[src/rtl/cdb_types.sv]
// Shared CDB payload type and width constants for the integer back end.
package cdb_types;

   localparam int unsigned NUM_FU_LANES = 4;
   localparam int unsigned DATA_W       = 32;
   localparam int unsigned ROB_IDX_W    = 5;
   localparam int unsigned PRF_IDX_W    = 6;
   localparam int unsigned ARF_IDX_W    = 5;
   localparam int unsigned CNT_W        = 32;

   typedef struct packed {
      logic [ROB_IDX_W-1:0] rob_id;
      logic [PRF_IDX_W-1:0] pd;
      logic [ARF_IDX_W-1:0] rd;
      logic [DATA_W-1:0]    data;
      logic                 regf_we;
   } cdb_pkt_t;

endpackage

[src/rtl/rr_arbiter.sv]
// Combinational round-robin picker: first asserted request at or after ptr_i.
module rr_arbiter #(
   parameter  int unsigned N     = 4,
   localparam int unsigned IDX_W = $clog2(N)
) (
   input  logic [N-1:0]     req_i,
   input  logic [IDX_W-1:0] ptr_i,
   output logic [N-1:0]     gnt_o,
   output logic [IDX_W-1:0] gnt_idx_o,
   output logic             gnt_valid_o
);

   always_comb begin
      logic             found;
      logic [IDX_W-1:0] idx;
      int unsigned      pos;
      gnt_o       = '0;
      gnt_idx_o   = '0;
      gnt_valid_o = 1'b0;
      found       = 1'b0;
      idx         = '0;
      pos         = 0;
      // Walk lanes ptr, ptr+1, ... modulo N; the first hit wins.
      for (int unsigned k = 0; k < N; k++) begin
         pos = (32'(ptr_i) + k) % N;
         idx = IDX_W'(pos);
         if (!found && req_i[idx]) begin
            found      = 1'b1;
            gnt_o[idx] = 1'b1;
            gnt_idx_o  = idx;
         end
      end
      gnt_valid_o = found;
   end

endmodule

[src/rtl/cdb_arbiter.sv]
// Round-robin collector of FU results onto the single registered common data bus.
module cdb_arbiter
   import cdb_types::*;
#(
   parameter int unsigned NUM_FU = NUM_FU_LANES
) (
   input  logic                  clk,
   input  logic                  rst,
   input  logic                  flush,
   input  logic [NUM_FU-1:0]     fu_valid,
   output logic [NUM_FU-1:0]     fu_ready,
   input  cdb_pkt_t [NUM_FU-1:0] fu_pkt,
   output logic                  cdb_valid,
   output cdb_pkt_t              cdb_pkt,
   output logic [CNT_W-1:0]      conflict_cnt
);

   localparam int unsigned IDX_W = $clog2(NUM_FU);

   logic [IDX_W-1:0]  ptr_q, ptr_d;
   logic              cdb_valid_q, cdb_valid_d;
   cdb_pkt_t          cdb_pkt_q, cdb_pkt_d;
   logic [CNT_W-1:0]  cnt_q, cnt_d;

   logic [NUM_FU-1:0] req;
   logic [NUM_FU-1:0] gnt;
   logic [IDX_W-1:0]  gnt_idx;
   logic              gnt_valid;

   // Flush and reset mask every request so no transfer can happen that cycle.
   assign req = (rst || flush) ? '0 : fu_valid;

   rr_arbiter #(.N(NUM_FU)) u_rr (
      .req_i       (req),
      .ptr_i       (ptr_q),
      .gnt_o       (gnt),
      .gnt_idx_o   (gnt_idx),
      .gnt_valid_o (gnt_valid)
   );

   assign fu_ready = gnt;

   always_comb begin
      ptr_d       = ptr_q;
      cdb_valid_d = 1'b0;
      cdb_pkt_d   = cdb_pkt_q;
      cnt_d       = cnt_q;
      if (gnt_valid) begin
         ptr_d       = (gnt_idx == IDX_W'(NUM_FU - 1)) ? '0 : gnt_idx + 1'b1;
         cdb_valid_d = 1'b1;
         cdb_pkt_d   = fu_pkt[gnt_idx];
      end
      // Contention counter saturates instead of wrapping.
      if (($countones(fu_valid) > 1) && (cnt_q != '1)) begin
         cnt_d = cnt_q + 1'b1;
      end
   end

   always_ff @(posedge clk) begin
      if (rst) begin
         ptr_q       <= '0;
         cdb_valid_q <= 1'b0;
         cdb_pkt_q   <= '0;
         cnt_q       <= '0;
      end else begin
         ptr_q       <= ptr_d;
         cdb_valid_q <= cdb_valid_d;
         cdb_pkt_q   <= cdb_pkt_d;
         cnt_q       <= cnt_d;
      end
   end

   assign cdb_valid    = cdb_valid_q;
   assign cdb_pkt      = cdb_pkt_q;
   assign conflict_cnt = cnt_q;

endmodule

[config.mk]
export PLATFORM = sky130hd
export DESIGN_NAME = cdb_arbiter
export DESIGN_NICKNAME = d
export VERILOG_FILES = /design/src/rtl/cdb_types.sv /design/src/rtl/rr_arbiter.sv /design/src/rtl/cdb_arbiter.sv
export SDC_FILE = /design/constraint.sdc
export NUM_CORES = 1
export LEC_CHECK = 0
export BUFFER_PORTS_ARGS = -buffer_cell sky130_fd_sc_hd__buf_2
export CAP_MARGIN = 30
export CORE_ASPECT_RATIO = 0.5
export CORE_UTILIZATION = 45
export DETAILED_ROUTE_END_ITERATION = 8
export PLACE_DENSITY_LB_ADDON = 0.05
export SLEW_MARGIN = 10
export SYNTH_ARGS = -nofsm -noshare
export SYNTH_HDL_FRONTEND = slang
export SYNTH_HIERARCHICAL = 1
export SYNTH_SLANG_ARGS = --single-unit
[constraint.sdc]
create_clock -name clk -period 4.8 [get_ports clk]
set_clock_uncertainty 0.15 [all_clocks]
set_input_delay 0.48 -clock clk [delete_from_list [all_inputs] [get_ports clk]]
set_output_delay 0.48 -clock clk [all_outputs]
set_load 0.01 [all_outputs]
==> flow_metrics.env <==
export IMPL_place_congestion=0.851
export IMPL_die_area_mm2=0.0121
export IMPL_cts_repair_resized=0
export IMPL_netSwitchingFraction_pct=35.9
export IMPL_synthFlopType="dfxtp_1"
export IMPL_setup_tns_ps=0
export IMPL_rsz0062_at_grt="no"
export IMPL_r2r_start="ptr_q[0]"
export IMPL_h_tree_depth=3
export IMPL_endpoint_kind="flip-flop"
export IMPL_crit_buf_inv=2
export IMPL_holdCritStartpoint="rst"
export IMPL_p_switching_w=0.00122
export IMPL_cts_tree="done"
export IMPL_rr_worst_depth=9
export IMPL_arrival_ps=3950
export IMPL_root_buffer="clkbuf_16"
export IMPL_grt_pass1_wl_mm=24.7
export IMPL_fin_nets=959
export IMPL_async_reset_ff_share_pct=0
export IMPL_yosys_warnings=6
export IMPL_path_clk_slew_ps=60
export IMPL_core_area_mm2=0.0111
export IMPL_final_hold_viol_count=0
export IMPL_setup_viol=0
export IMPL_whs_ps=277
export IMPL_drive_above_1_share_pct=53.5
export IMPL_cpMostUsedCell="mux4_2"
export IMPL_slew_headroom_pct=36.0
export IMPL_route_detailed_drc=0
export IMPL_power_frac_seq_pct=30.8
export IMPL_cts_hold_buf=0
export IMPL_synth_nets=691
export IMPL_cts_made_buffers=9
export IMPL_grt_usage_pct=26.3
export IMPL_vias=4923
export IMPL_critPathTopFamily="multiplexers"
export IMPL_worstHoldEndpoint="conflict_cnt[6]"
export IMPL_power_total_w=0.00338
export IMPL_status="completed"
export IMPL_peakVddDrop_uv=256
export IMPL_drv_cap=0
export IMPL_drt_total_wl_mm=15.7
export IMPL_die_h_um=78.3
export IMPL_cp_max_fo=32
export IMPL_power_density_mw_per_mm2=480
export IMPL_worstSkewPairLatency_ps=340
export IMPL_drtPass1Iterations=4
export IMPL_yosys_top_cells_area="dfxtp_1 32%, mux4_2 22%, mux2i_1 9.9%, nor2_1 5.0%, o31ai_1 1.7%"
export IMPL_portBuffers=288
export IMPL_crit_path_cell_trace="inv_1 > ha_1 > mux4_2 > nor3_1 > a32o_2 > buf_12 > mux4_2 > mux2i_1 > nor2_1"
export IMPL_num_rows=27
export IMPL_syn_inst=480
export IMPL_syn_area_mm2=0.00524
export IMPL_synth_cell_type_count=60
export IMPL_wire_per_inst_um=17.4
export IMPL_place_hpwl_mm=11.8
export IMPL_r2r_end="cdb_pkt[45]"
export IMPL_drv_slew=0
export IMPL_max_clock_freq_mhz=256
export IMPL_ios=289
export IMPL_yosysSeqAreaShare_pct=32.1
export IMPL_antenna_found_initial=2
export IMPL_power_leakage_nw=3.17
export IMPL_path_class="flip-flop to flip-flop"
export IMPL_post_route_period_util_pct=81.5
export IMPL_cts_setup_buffers=0
export IMPL_instances_no_fill=899
export IMPL_synth_seq_cells=84
export IMPL_r2r_slack_ps=890
export IMPL_grt_max_degree=80
export IMPL_p_int_w=0.00217
export IMPL_cp_slowest_stage_delay_ps=680
export IMPL_syn2layout_area_growth_pct=34.7
export IMPL_critPathLaunchType="flip-flop"
export IMPL_clkSinkCount=84
export IMPL_grt_overflow=0
export IMPL_synth_area_leader_cell="dfxtp_1"
export IMPL_first_global_vias=4837
export IMPL_synth_edf_count=0
export IMPL_synth_top_cell_area_share_pct=32.1
export IMPL_final_antenna_net_count=0
export IMPL_fp_dieW_um=155
export IMPL_worstMarginPinSlew_ps=960
export IMPL_holdPathStages=2
export IMPL_via_per_inst=5.48
export IMPL_finalCriticalPeriod_ps=3910
export IMPL_initial_utilization_pct=47.0
export IMPL_worstPathRequired_ps=4840
export IMPL_cts_buffer_depth=2
export IMPL_placed_cells=881
export IMPL_drt_iter0_drc=178
export IMPL_min_path_type="input pin to flip-flop"
export IMPL_crit_slowest_cell="dfxtp_1"
export IMPL_power_frac_comb_pct=48.6
export IMPL_clock_power_share_pct=20.6
export IMPL_synth_area_per_cell_um2=10.9
==> placed cells by master (no fill, tap or decap), types with 3 or more instances in the layout <==
master and n:
clkbuf_16 9, o31ai_1 11, xnor2_1 8, mux2i_1 52
mux2_2 6, nand4_1 13, buf_2 287, dfxtp_1 84
nor2b_1 6, a21oi_1 11, and4_1 6, nand2_1 12
a22oi_1 8, o21ai_0 6, nor4_1 9, nand3_1 8
nor3_1 5, or4_1 3, a21oi_2 8, nor2_1 70
inv_1 11, mux4_2 51, and2_1 4, ha_1 7
or4_2 9
==> cell families (layout without fill, tap and decap cells) <==
logic type | after synthesis | in the layout | synth area share [%]
flip-flops | 84 | 84 | 32.1
AO/OA/AOI/OAI | 59 | 59 | 8.10
AND/OR/NAND/NOR | 163 | 163 | 17.5
buffers and inverters | 46 | 319 | 4.42
adder cells (fa/ha/maj) | 8 | 8 | 2.06
XOR/XNOR | 8 | 8 | 1.34
multiplexers | 112 | 112 | 34.5
other | 0 | 1 | 0
==> worst max-delay path by stage <==
stage	start	end	slack, ps	depth (start not counted)
global placement	ptr_q[0]	cdb_pkt[45]	1060	9
global route	ptr_q[0]	cdb_pkt[45]	610	9
floorplan	rst	cdb_pkt[10]	1000	11
detailed placement	ptr_q[0]	cdb_pkt[45]	880	9
CTS	ptr_q[0]	cdb_pkt[45]	880	9
finish	ptr_q[0]	cdb_pkt[45]	890	9
==> flip-flops by register name, indices dropped and copies added, names as in the netlist <==
name          flops
cdb_valid         1
conflict_cnt     32
ptr_q             2
cdb_pkt          49
==> through the flow <==
stage	area (µm²)	util (%)	setup WS (ps)
after CTS	7030	63.1	877
after detailed placement	6740	60.5	883
after global routing	7050	63.2	614
after global placement	6740	60.5	1060
final	7050	63.3	889
after floorplan	5240	-	1000
==> synth_stat cells, types with 3 or more instances <==
cell type	number
nor4_1	9
inv_1	11
a21oi_1	11
xnor2_1	8
nor3_1	5
ha_1	7
clkbuf_1	21
and2_1	4
buf_2	4
o21ai_0	6
mux2_2	6
buf_1	3
mux2i_1	52
buf_6	4
nand2_1	12
dfxtp_1	84
or4_2	9
nand3_1	8
and4_1	6
or4_1	3
mux4_2	51
nor2_1	70
o31ai_1	12
nor2b_1	6
a22oi_1	8
nand4_1	13
a21oi_2	8
==> power by group through the flow <==
stage | Clock [W] | Sequential [W] | Combinational [W]
floorplan | 0 | 0.00114 | 0.00106
global placement | 0 | 0.00105 | 0.00162
detailed placement | 0 | 0.00105 | 0.00166
CTS | 0.000712 | 0.00104 | 0.00166
global route | 0.000737 | 0.00107 | 0.00178
finish | 0.000696 | 0.00104 | 0.00164
==> routing by layer <==
layer,global-route usage (%),share of wire [%]
met3,8.17,6.5
met1,30.0,40
met4,11.3,2.8
met5,0,0.064
met2,46.1,51
==> area by class of cell <==
class | count | area, µm²
antenna | 1 | 2.50
clock buffer | 10 | 229
clock inverter | 6 | 65.1
fill | 998 | 4100
inverter | 11 | 41.3
multi-input combinational | 350 | 3340
sequential | 84 | 1680
tap | 145 | 181
timing repair buffer | 292 | 1510
Note: power is estimated with default switching activity, not from simulation.
